--- src/rtl/reg_write_arbiter.sv ---
// rtl/reg_write_arbiter.sv - round-robin arbiter sharing the register memory write port
// Define REG_WRITE_ARBITER_LOCK_EN to add req_lock for exclusive multi-beat ownership.
module reg_write_arbiter #(
   parameter  int NUM_REQ    = 3,
   parameter  int ADDR_WIDTH = 8,
   parameter  int DATA_WIDTH = 32,
   localparam int SRC_WIDTH  = (NUM_REQ > 1) ? $clog2(NUM_REQ) : 1
) (
   input  logic                          clk,
   input  logic                          rstn,
   input  logic [NUM_REQ-1:0]            req_valid,
   output logic [NUM_REQ-1:0]            req_ready,
   input  logic [NUM_REQ*ADDR_WIDTH-1:0] req_addr,
   input  logic [NUM_REQ*DATA_WIDTH-1:0] req_wdata,
`ifdef REG_WRITE_ARBITER_LOCK_EN
   input  logic [NUM_REQ-1:0]            req_lock,
`endif
   output logic                          mem_valid,
   input  logic                          mem_ready,
   output logic [ADDR_WIDTH-1:0]         mem_addr,
   output logic [DATA_WIDTH-1:0]         mem_wdata,
   output logic [SRC_WIDTH-1:0]          mem_src
);

   localparam logic [0:0] IDLE  = 1'b0;
   localparam logic [0:0] ISSUE = 1'b1;

   logic [0:0]           state;
   logic [SRC_WIDTH-1:0] last_grant;
   logic [SRC_WIDTH-1:0] search_base;
   logic [SRC_WIDTH-1:0] rr_grant;
   logic [SRC_WIDTH-1:0] grant;
   logic [SRC_WIDTH-1:0] idx;
   logic                 rr_found;
   logic                 grant_found;
   logic                 accept;

`ifdef REG_WRITE_ARBITER_LOCK_EN
   logic                 locked;
   logic [SRC_WIDTH-1:0] lock_owner;
   logic                 lock_hold;

   // An idle owner drops the lock; the search then resumes just after it.
   assign lock_hold   = locked && req_valid[lock_owner];
   assign search_base = locked ? lock_owner : last_grant;
`else
   assign search_base = last_grant;
`endif

   always_comb begin
      rr_found = 1'b0;
      rr_grant = '0;
      idx      = '0;
      for (int k = 1; k <= NUM_REQ; k++) begin
         idx = SRC_WIDTH'((int'(search_base) + k) % NUM_REQ);
         if (!rr_found && req_valid[idx]) begin
            rr_found = 1'b1;
            rr_grant = idx;
         end
      end
   end

`ifdef REG_WRITE_ARBITER_LOCK_EN
   assign grant       = lock_hold ? lock_owner : rr_grant;
   assign grant_found = lock_hold | rr_found;
`else
   assign grant       = rr_grant;
   assign grant_found = rr_found;
`endif

   assign accept    = (state == IDLE) && grant_found;
   assign req_ready = (rstn && accept) ? ({{(NUM_REQ-1){1'b0}}, 1'b1} << grant) : '0;

   always_ff @(posedge clk or negedge rstn) begin
      if (!rstn) begin
         state      <= IDLE;
         last_grant <= SRC_WIDTH'(NUM_REQ - 1);
         mem_valid  <= 1'b0;
         mem_addr   <= '0;
         mem_wdata  <= '0;
         mem_src    <= '0;
      end else begin
         case (state)
            IDLE: begin
               if (accept) begin
                  mem_valid <= 1'b1;
                  mem_addr  <= req_addr[grant*ADDR_WIDTH +: ADDR_WIDTH];
                  mem_wdata <= req_wdata[grant*DATA_WIDTH +: DATA_WIDTH];
                  mem_src   <= grant;
                  state     <= ISSUE;
               end
            end
            ISSUE: begin
               if (mem_ready) begin
                  mem_valid  <= 1'b0;
                  last_grant <= mem_src;
                  state      <= IDLE;
               end
            end
            default: state <= IDLE;
         endcase
      end
   end

`ifdef REG_WRITE_ARBITER_LOCK_EN
   always_ff @(posedge clk or negedge rstn) begin
      if (!rstn) begin
         locked     <= 1'b0;
         lock_owner <= '0;
      end else if (state == IDLE) begin
         if (accept) begin
            locked     <= req_lock[grant];
            lock_owner <= grant;
         end else begin
            locked     <= 1'b0;
         end
      end
   end
`endif

endmodule
--- config.mk ---
export PLATFORM = sky130hd
export DESIGN_NAME = reg_write_arbiter
export DESIGN_NICKNAME = d
export VERILOG_FILES = /design/src/rtl/reg_write_arbiter.sv
export SDC_FILE = /design/constraint.sdc
export NUM_CORES = 1
export LEC_CHECK = 0
export ABC_AREA = 1
export CAP_MARGIN = 25
export CORE_MARGIN = 2
export CORE_UTILIZATION = 30
export DETAILED_ROUTE_END_ITERATION = 16
export GPL_ROUTABILITY_DRIVEN = 1
export RECOVER_POWER = 50
export SLEW_MARGIN = 20
export SYNTH_ARGS = -nofsm -noshare
export SYNTH_HDL_FRONTEND = slang
export SYNTH_SLANG_ARGS = --single-unit
--- constraint.sdc ---
create_clock -name clk -period 4.06 [get_ports clk]
set_clock_uncertainty 0.2 [all_clocks]
set_input_delay 0.609 -clock clk [delete_from_list [all_inputs] [get_ports clk]]
set_output_delay 0.609 -clock clk [all_outputs]
set_load 0.05 [all_outputs]
==> results.json <==
{
  "status": "complete, but fails checks",
  "failed_checks": "capacitance limit, slew limit",
  "routed_wirelength_um": 10800,
  "intPower_mw": 2.03,
  "pwr-share-seq": 0.175,
  "cts_root_buffer": "clkbuf_8",
  "grt_pass1_wl_um": 17700,
  "num_rows": 37,
  "yosysUniqueCellTypes": 22,
  "syn_area_per_cell_sq_um": 6.72,
  "clkTransAtPathRegs_ns": 0.08,
  "power_density_mw_per_mm2": 957,
  "clk_latency_ns": 0.29,
  "core_area_sq_mm": 0.0102,
  "syn_nets": 597,
  "slew_headroom": -0.709,
  "nNetsFinal": 756,
  "crit_fanout": 7,
  "p_total_mw": 4.78,
  "grt_antenna_before_repair": 0,
  "grt_pass1_vias": 3620,
  "diodes": 0,
  "fin_crit_ns": 3.26,
  "syn_area_sq_mm": 0.00314,
  "cts_setup_buffers": 0,
  "die_y_um": 106,
  "placed_area_sq_mm": 0.00491,
  "clockBufferDepth": 2,
  "max_cap_violations": 1,
  "drive_gt1_frac": 0.0510,
  "post-route-period-util": 0.804,
  "cts_resized": 0,
  "irDropWorstVdd_v": 0.000660,
  "ant_nets": 0,
  "pwr-share-comb": 0.765,
  "grt_use_total": 0.194,
  "setup-violations-final": 0,
  "numPortBuffers": 171,
  "holdBufCountCts": 0,
  "crit_buf_inv": 4,
  "cp.required_ns": 3.25,
  "arrival_ns": 2.45,
  "crit_family": "simple AND/OR/NAND/NOR gates",
  "slowest_stage": "dfstp_2",
  "crit_type": "reg2out",
  "synth_warnings": 0,
  "yosysSeqAreaShare": 0.367,
  "dr_total_vias": 3565,
  "max_freq_ghz": 0.307,
  "cts_made_buffers": 5,
  "syn_inst": 467,
  "ys_ff_latch": 46,
  "final_area_sq_mm": 0.00499,
  "slew_violations": 47,
  "hpwl_um": 7620,
  "finalSetupTns_ns": 0,
  "dr.pass1.iters": 4,
  "place.gp.congestion": 0.932,
  "crit_top_cell": "nand2_1",
  "ios": 172,
  "drt_iter0_markers": 134,
  "hold_viol": 0,
  "netSwitchingFraction": 0.576,
  "worst_path_largest_cell_delay_ns": 0.57,
  "leakagePower_nw": 2.41,
  "min_path_type": "reg2reg",
  "cp-end-kind": "primary output",
  "final_core_util": 0.488,
  "routedWlPerCell_um": 14.1,
  "worstMarginPinSlew_ns": 2.56,
  "clkPwrFrac": 0.060,
  "cts.sinks": 46,
  "die-area_sq_mm": 0.0113,
  "die-width_um": 106,
  "cp-start-kind": "register",
  "area_delta_synth_final_pct": 59.1,
  "worstPathCellList": "ha_1 > inv_2 > nand2_1 > nand3_1 > nand2_2 > nand2_1 > inv_2 > nand3_1 > nand2_2 > inv_4 > nand2_1 > nor3_1 > buf_12",
  "rsz0062_at_grt": "no",
  "grt_overflow_total": 0,
  "cts_tree": "yes",
  "switchingPower_mw": 2.75,
  "grt_max_degree": 47,
  "via_per_inst": 4.67,
  "start_util": 0.307,
  "h-tree-depth": 2,
  "drc_errors": 0
}
-- final cells by class --
class	instances	area (sq um)
well taps	136	170
inverters	96	363
fillers	1032	5240
multi-input cells	297	1420
flip-flops and latches	46	1150
clock inverters	1	5.00
repair buffers	180	1800
clock buffers	7	86.3
-- cells in the final DEF, fill, tap and decap left out, types with 2 or more instances in the layout --
cell type and count:
nand2_1 61, nand3_2 3, nand3_1 92, nor2_1 43, inv_2 5, a21oi_1 80
ha_1 4, o21ai_0 4, dfrtp_1 45, clkbuf_8 6, o21ai_1 3, nand2_2 2
clkbuf_1 3, buf_12 3, inv_1 90, clkdlybuf4s50_1 145, dlygate4sd3_1 22, buf_4 8
-- cells in the mapped netlist --
cell / number / share of area
a21oi_1: 80 / 0.13
and2_2: 1 / 0.0024
buf_2: 15 / 0.024
buf_4: 4 / 0.0096
buf_6: 9 / 0.032
dfrtp_1: 45 / 0.36
dfstp_2: 1 / 0.0084
ha_1: 4 / 0.016
inv_1: 90 / 0.11
inv_2: 5 / 0.0060
inv_4: 1 / 0.0020
nand2_1: 61 / 0.073
nand2_2: 2 / 0.0040
nand2_4: 1 / 0.0036
nand3_1: 92 / 0.15
nand3_2: 3 / 0.0096
nor2_1: 43 / 0.051
nor3_1: 1 / 0.0016
o21a_1: 1 / 0.0024
o21ai_0: 4 / 0.0064
o21ai_1: 3 / 0.0048
o21bai_1: 1 / 0.0024
-- registers in the layout, indices dropped and copies added, names as in the netlist --
| register | flops |
|---|---|
| mem_wdata | 32 |
| last_grant | 2 |
| mem_src | 2 |
| mem_addr | 8 |
| state | 1 |
| mem_valid | 1 |
-- path summary, 6_finish.rpt --
check,from,to,slack [ns],depth (start not counted)
max,last_grant[1],req_ready[0],0.80,13
min,mem_wdata[17],mem_wdata[17],0.32,2
max reg2reg,last_grant[1],mem_wdata[21],1.22,13
min reg2reg,mem_wdata[17],mem_wdata[17],0.32,2
max in group asynchronous,rstn,mem_wdata[0],1.06,2
min in group asynchronous,rstn,mem_wdata[15],1.15,2
-- worst reg2reg max path, stage by stage (launching register included) --
cell and delay, ns:
dfstp_2 0.57, inv_1 0.07, ha_1 0.24, inv_2 0.11, nand2_1 0.05, nand3_1 0.09, nand2_1 0.12, nand3_1 0.13
nand3_2 0.38, nand2_1 0.21, buf_4 0.28, nand2_1 0.13, nand3_1 0.08, a21oi_1 0.06
-- cells by family (layout without fill, tap and decap cells) --
| family | Yosys count | count (layout) | synth area share |
|---|---|---|---|
| AO/OA/AOI/OAI | 89 | 89 | 0.143 |
| buffers and inverters | 124 | 284 | 0.181 |
| adder cells (fa/ha/maj) | 4 | 4 | 0.0159 |
| AND/OR/NAND/NOR | 204 | 204 | 0.292 |
| flip-flops | 46 | 46 | 0.367 |
-- power groups by stage --
stage | sequential (mW) | clock, mW | combinational (mW)
global placement | 0.839 | 0 | 3.69
global route | 0.862 | 0.327 | 4.02
finish | 0.834 | 0.289 | 3.66
CTS | 0.842 | 0.306 | 3.73
floorplan | 1.56 | 0 | 2.02
detailed placement | 0.848 | 0 | 3.73
-- layer usage --
layer  track usage  wire [um]
met1         0.238       4650
met3        0.0423        766
met4        0.0282         36
met5             0          0
met2         0.353       5310
-- per-stage QoR --
step | cells | hold WS [ns] | setup slack (ns)
finish | 763 | 0.324 | 0.797
floorplan | 467 | 0.113 | 0.625
global route | 763 | 0.350 | 0.425
global placement | 755 | 0.302 | 0.944
detailed placement | 755 | 0.301 | 0.880
CTS | 763 | 0.300 | 0.800
(Power assumes the default switching activity.)
